## src/rtl/cozy_dma_pkg.sv

```systemverilog
// Shared definitions for the cozy_dma copy engine: byte-write-enable codes and FSM states.
package cozy_dma_pkg;

  localparam logic [1:0] BWE_NONE = 2'b00;
  localparam logic [1:0] BWE_BYTE = 2'b01;
  localparam logic [1:0] BWE_WORD = 2'b11;

  typedef enum logic [1:0] {
    S_IDLE = 2'd0,
    S_RD   = 2'd1,
    S_WR   = 2'd2
  } state_t;

  // Byte transfers only carry the low lane; the memory steers it using addr[0].
  function automatic logic [15:0] lane_data(input logic word, input logic [15:0] d);
    return word ? d : {8'h00, d[7:0]};
  endfunction

endpackage

```

## src/rtl/cozy_dma.sv

```systemverilog
// Bus-master copy engine on the cozy memory port: alternating read/write per unit, forward copy.
// Optional COZY_DMA_FILL_EN adds fill/fill_val ports for a write-only pattern fill.
module cozy_dma
  import cozy_dma_pkg::*;
#(
  parameter int LEN_W = 16
) (
  input  logic             clk,
  input  logic             rst,
  input  logic             start,
`ifdef COZY_DMA_FILL_EN
  input  logic             fill,
  input  logic [15:0]      fill_val,
`endif
  input  logic [15:0]      src,
  input  logic [15:0]      dst,
  input  logic [LEN_W-1:0] len,
  input  logic             word_mode,
  output logic             busy,
  output logic             done,
  output logic             err,
  output logic             mem_req,
  input  logic             mem_gnt,
  output logic [15:0]      mem_addr,
  output logic [15:0]      mem_wdata,
  output logic [1:0]       mem_bwe,
  input  logic [15:0]      mem_rdata
);

  logic        fill_in;
  logic [15:0] fill_data;
`ifdef COZY_DMA_FILL_EN
  assign fill_in   = fill;
  assign fill_data = fill_val;
`else
  assign fill_in   = 1'b0;
  assign fill_data = 16'h0000;
`endif

  state_t           state, state_d;
  logic [15:0]      src_q, dst_q, data_q;
  logic [LEN_W-1:0] cnt_q;
  logic             word_q, fill_q, rd_fresh;
  logic             accept, misalign, go, last, wr_fire;
  logic [15:0]      wsrc, astep;
  logic [LEN_W-1:0] cstep;

  // Fill never reads, so the source address alignment is irrelevant there.
  assign misalign = word_mode & (dst[0] | len[0] | (~fill_in & src[0]));
  assign accept   = (state == S_IDLE) & start;
  assign go       = accept & ~misalign & (len != '0);

  assign astep = {14'b0, word_q, ~word_q};
  assign cstep = {{(LEN_W-2){1'b0}}, word_q, ~word_q};
  assign last  = (cnt_q <= cstep);

  // Read data is only valid for one cycle; the first WR cycle forwards it directly,
  // later (stalled) WR cycles use the captured copy.
  assign wsrc = rd_fresh ? mem_rdata : data_q;

  assign busy    = (state != S_IDLE);
  assign mem_req = (state != S_IDLE);

  always_ff @(posedge clk or posedge rst) begin
    if (rst) state <= S_IDLE;
    else     state <= state_d;
  end

  always_comb begin
    state_d   = state;
    mem_addr  = 16'h0000;
    mem_wdata = 16'h0000;
    mem_bwe   = BWE_NONE;
    wr_fire   = 1'b0;
    case (state)
      S_IDLE: if (go) state_d = fill_in ? S_WR : S_RD;
      S_RD: if (mem_gnt) begin
        mem_addr = src_q;
        state_d  = S_WR;
      end
      S_WR: if (mem_gnt) begin
        mem_addr  = dst_q;
        mem_wdata = lane_data(word_q, wsrc);
        mem_bwe   = word_q ? BWE_WORD : BWE_BYTE;
        wr_fire   = 1'b1;
        if (last)        state_d = S_IDLE;
        else if (fill_q) state_d = S_WR;
        else             state_d = S_RD;
      end
      default: state_d = S_IDLE;
    endcase
  end

  always_ff @(posedge clk or posedge rst) begin
    if (rst) begin
      src_q    <= '0;
      dst_q    <= '0;
      cnt_q    <= '0;
      data_q   <= '0;
      word_q   <= 1'b0;
      fill_q   <= 1'b0;
      rd_fresh <= 1'b0;
      done     <= 1'b0;
      err      <= 1'b0;
    end else begin
      done     <= 1'b0;
      err      <= 1'b0;
      rd_fresh <= (state == S_RD) & mem_gnt;
      if (rd_fresh) data_q <= mem_rdata;
      if (accept) begin
        if (misalign)         err  <= 1'b1;
        else if (len == '0)   done <= 1'b1;
        else begin
          src_q  <= src;
          dst_q  <= dst;
          cnt_q  <= len;
          word_q <= word_mode;
          fill_q <= fill_in;
          data_q <= fill_data;
        end
      end
      if (wr_fire) begin
        src_q <= src_q + astep;
        dst_q <= dst_q + astep;
        cnt_q <= cnt_q - cstep;
        if (last) done <= 1'b1;
      end
    end
  end

endmodule

```

## config.mk

```make
export PLATFORM = sky130hd
export DESIGN_NAME = cozy_dma
export DESIGN_NICKNAME = d
export VERILOG_FILES = /design/src/rtl/cozy_dma_pkg.sv /design/src/rtl/cozy_dma.sv
export SDC_FILE = /design/constraint.sdc
export NUM_CORES = 1
export LEC_CHECK = 0
export ABC_AREA = 1
export CAP_MARGIN = 10
export CORE_MARGIN = 2
export CORE_UTILIZATION = 40
export CTS_CLUSTER_DIAMETER = 60
export DETAILED_ROUTE_END_ITERATION = 10
export PLACE_DENSITY_LB_ADDON = 0.2
export SKIP_LAST_GASP = 1
export SLEW_MARGIN = 20
export SYNTH_ARGS = -nofsm -noshare
export SYNTH_HDL_FRONTEND = slang
export SYNTH_SLANG_ARGS = --single-unit
```

## constraint.sdc

```tcl
create_clock -name clk -period 2.66 [get_ports clk]
set_input_delay 0.532 -clock clk [delete_from_list [all_inputs] [get_ports clk]]
set_output_delay 0.532 -clock clk [all_outputs]
set_load 0.01 [all_outputs]
```

# Yosys cells after proc, flatten, opt, wreduce, memory -nomap -nowiden
# Cells that the tools add are included.
totals:
  ff_bits: 70
  input_bits: 69
  elab_cells: 77
classes:
  n_bitwise: 10
  mux: 39
  n_reduce_logical: 8
  n_eq_ne: 7
  n_lt_le_gt_ge: 1
  addsub: 3
ops:
  columns: ["operator", "count"]
  rows:
  - ["16-bit two-way mux", 21]
  - ["16-bit by 2-bit adder with 16-bit output", 2]
  - ["16-bit case mux with 2 select lines", 1]
  - ["16-bit by 2-bit <= comparator with 1-bit output", 1]
  - ["16-bit logical NOT", 1]
  - ["16-bit nonzero test", 1]
  - ["16-bit by 2-bit subtractor with 16-bit output", 1]
  - ["2-bit two-way mux", 6]
  - ["1-bit two-way mux", 10]
  - ["3-bit AND reduction", 3]
  - ["2-bit != test, second input constant", 4]
  - ["2-bit case mux with 3 select lines", 1]
  - ["1-bit AND", 5]
  - ["2-bit nonzero test", 2]
  - ["1-bit inverter", 3]
  - ["2-bit by 1-bit equality test with 1-bit output, second input constant", 1]
  - ["2-bit equality test, second input constant", 1]
  - ["2-bit logical NOT", 1]
  - ["2-bit by 1-bit != test with 1-bit output, second input constant", 1]
  - ["1-bit bitwise OR", 2]

# Depth between registers and ports, before layout
depth:
  ltp_word: 8
  depth_mapped: 14
  depth_no_buf: 14

# Worst setup path before layout
# OpenSTA, ideal clock, no wires.
synth_path:
  kind: "register to output"
  from: "register state[0]"
  to: "output port mem_wdata[10]"
  path_stages_with_launch: 9
  arrival_time_ns: 1.639
  slack_ns: 0.489
  n_path_buf: 2
  required_time_ns: 2.128
  cell_sequence: "dfrtp_1 -> inv_1 -> ha_1 -> nand2_1 -> buf_4 -> buf_2 -> nor2_1 -> inv_1 -> nor2_1"
synth_via:
  elab_chain_cells: 2
synth_lines:
  columns: ["item", "line_no", "source"]
  rows:
  - ["from (decl)", "cozy_dma.sv:40", "state_t state, state_d;"]
  - ["from (signal assigned)", "cozy_dma.sv:66", "else state <= state_d;"]
  - ["2-bit equality test", "cozy_dma.sv:75", "case (state)"]
  - ["16-bit two-way mux", "cozy_dma.sv:75", null]
  - ["to (decl)", "cozy_dma.sv:25", "output logic [15:0] mem_wdata,"]
# No other way between the ends.

# Final worst setup path
layout_path:
  from: "input port mem_gnt"
  to: "output port mem_bwe[1]"
layout_via:
  elab_chain_cells: 2
layout_lines:
  columns: ["item", "line_no", "source"]
  rows:
  - ["from (decl)", "cozy_dma.sv:23", "input logic mem_gnt,"]
  - ["2-bit two-way mux", "cozy_dma.sv:81", "S_WR: if (mem_gnt) begin"]
  - ["2-bit two-way mux", "cozy_dma.sv:75", null]
  - ["to (decl)", "cozy_dma.sv:26", "output logic [1:0] mem_bwe,"]
# No other way between the ends.

==> impl_metrics.tcl <==
set metrics [dict create \
    clkLatencyLatePin_ns 0.33 \
    drc 0 \
    power_density_nw_per_um2 948 \
    die_area_sq_um 12900 \
    slew_headroom_pct 66.6 \
    outcome "complete, no violations" \
    final_hold_viol_count 0 \
    grt_pass1_vias 4911 \
    vias_per_cell 5.24 \
    synthesis.area_sq_um 4810 \
    coreArea_sq_um 11900 \
    start_util_pct 40.6 \
    clockBufferDepth 2 \
    portBuffers 106 \
    place_congestion 0.929 \
    grtUsageTotal_pct 23.2 \
    arrival_ns 2.07 \
    fin_cells 971 \
    grt_setup_unrepaired "false" \
    synthDominantCellAreaShare_pct 36.4 \
    vdd_drop_max_mv 0.398 \
    finalInstanceArea_sq_um 6490 \
    nNetsFinal 902 \
    synth_most_common_cell "nand2_1" \
    dpl-instance-area_sq_um 6180 \
    cts_num_sinks 70 \
    gr-total-overflow 0 \
    holdBufCountCts 0 \
    cts_tree "built" \
    crit_fanout 4 \
    grt_pass1_wl_um 24200 \
    worstHoldPathType "flip-flop to flip-flop" \
    synth_warnings 0 \
    ctsHtreeMaxLevel 3 \
    rr_endpoint "cnt_q[14]" \
    period_share_pct 97.8 \
    setup_viol 0 \
    cts_buffers 9 \
    synth_common_cells "nand2_1, nor2_1, nand3_1, dfrtp_1, inv_1" \
    drive_gt1_share_pct 8.62 \
    mappedNetlistNets 780 \
    dr.pass1.iters 7 \
    synthCells 698 \
    synth_top_area_cell "dfrtp_1" \
    rr_startpoint "word_q" \
    worstHoldPathCells 2 \
    avgSynthCellArea_sq_um 6.90 \
    min_from "cnt_q[0]" \
    whs_endpoint "cnt_q[0]" \
    insertedDiodeCount 0 \
    crit_path_end_kind "output pin" \
    r2r_slack_ns 0.22 \
    rr_worst_depth 13 \
    synthToLayoutAreaGrowth_pct 34.9 \
    antenna_found_initial 0 \
    root_buffer "clkbuf_16" \
    leakagePower_nw 3.09 \
    wire_per_inst_um 15.0 \
    hpwl_um 10900 \
    drt_iter0_markers 301 \
    maxCapViolations 0 \
    path_clk_slew_ns 0.06 \
    ys_seq_area_share_pct 36.4 \
    clock_skew_ns 0.00701 \
    fmax_mhz 384 \
    ys_ff_latch 70 \
    ios 107 \
    detailedPlace.worstSlack_ns -0.177 \
    critPathLaunchType "primary input" \
    synth-main-ff-cell "dfrtp_1" \
    power.total_mw 6.16 \
    synthDistinctLibCells 35 \
    num_vias 5086 \
    die_w_um 114 \
    die-height_um 114 \
    slew_viol_final 0 \
    tns_ns 0 \
    synth-edff-count 0 \
    worst_pin_slew_ns 0.497 \
    async_flop_share_pct 100 \
    setup_ws_ns 0.0582 \
    detail-route-antenna-nets 0 \
    criticalPathCategory "primary input to output pin" \
    wl_um 14600 \
    grt_max_degree 45 \
    fin_crit_ns 2.60 \
    core.rowCount 40 \
    synthTopCellsByArea "dfrtp_1, nand2_1, nand3_1" \
    crit_required_ns 2.13 \
    dp_cells 952 \
]
-- registers in the layout, indices dropped and copies added (netlist names) --
name / flops
cnt_q: 16
word_q: 1
data_q: 16
state: 2
rd_fresh: 1
dst_q: 16
err: 1
src_q: 16
done: 1
-- cell usage in the layout, fill, tap and decap left out, types with 2 or more instances in the layout --
cell / count
a21oi_1: 41
a22oi_1: 2
buf_12: 4
buf_4: 30
clkbuf_16: 9
clkbuf_8: 2
clkdlybuf4s50_1: 74
clkinvlp_4: 3
dfrtp_1: 70
dlygate4sd2_1: 25
dlymetal6s2s_1: 7
fa_1: 3
ha_1: 8
ha_2: 2
inv_1: 57
inv_2: 5
mux2i_1: 16
nand2_1: 191
nand2_2: 2
nand2_4: 2
nand3_1: 79
nand4_1: 11
nor2_1: 102
nor2_2: 2
nor3_1: 7
nor3_2: 2
o211ai_1: 17
o21a_1: 2
o21ai_0: 25
o21ai_1: 4
o21bai_1: 3
or2_2: 3
xnor2_1: 2
xor2_1: 3
-- per-layer routing --
metal | part of all wire, % | wire length (um) | vias up | GRT usage (%)
met5 | 0 | 0 | - | 0
met4 | 1.5 | 212 | 0 | 8.13
met3 | 7.1 | 1030 | 20 | 2.87
met2 | 45 | 6540 | 183 | 36.8
met1 | 47 | 6790 | 2355 | 33.0
li1 | - | - | 2528 | -
-- power by group --
part           internal (mW)  total [mW]  switching (mW)
Clock                  0.675        1.12           0.445
Sequential              1.56        2.08           0.513
Combinational           1.20        2.96            1.76
Total                   3.44        6.16            2.72
-- area by class of cell --
| cell class | instances | area [sq um] |
|---|---|---|
| clock buffers | 12 | 256 |
| clock inverters | 3 | 20.0 |
| fillers | 1170 | 5370 |
| inverters | 63 | 240 |
| multi-input cells | 535 | 2670 |
| flip-flops and latches | 70 | 1750 |
| well taps | 147 | 184 |
| repair buffers | 141 | 1370 |
-- stage by stage --
step                hold WS (ns)  utilization (%)
floorplan                  0.487                -
global placement           0.511             52.1
detailed placement         0.522             52.1
CTS                        0.542             54.5
global route               0.569             54.7
finish                     0.536             54.7
-- worst max-delay path, stage by stage --
cell,delay [ns]
clkdlybuf4s50_1,0.52
nand2_2,0.12
buf_4,0.15
nor2_2,0.10
buf_4,0.12
clkdlybuf4s50_1,0.52
-- worst max path at each step --
stage / startpoint / end / slack, ns / cells past startpoint
final: mem_gnt / mem_bwe[1] / 0.06 / 6
after global routing: state[0] / mem_bwe[1] / 0.01 / 7
after CTS: state[0] / mem_addr[0] / -0.04 / 6
after detailed placement: mem_gnt / mem_wdata[10] / -0.18 / 7
after global placement: mem_gnt / mem_addr[4] / -0.11 / 7
after floorplan: rst / cnt_q[0] / 0.36 / 1
-- cells by family after synthesis --
group                      synth area share [%]
muxes                                      3.33
xor gates and xnor gates                  0.910
AOI/OAI and AO/OA                          11.7
buffers and inverters                      8.40
adders and majority gates                  3.85
and+or+nand+nor                            35.4
DFF                                        36.4
-- repair_timing --
| action | 4_1_cts | 5_1_grt |
|---|---|---|
| gates cloned | 0 | 0 |
| endpoints found under the setup margin | 30 | 10 |
| resized for setup | 32 | 10 |
| setup buffers | 3 | 1 |
Note: power is estimated with default switching activity, not from simulation.
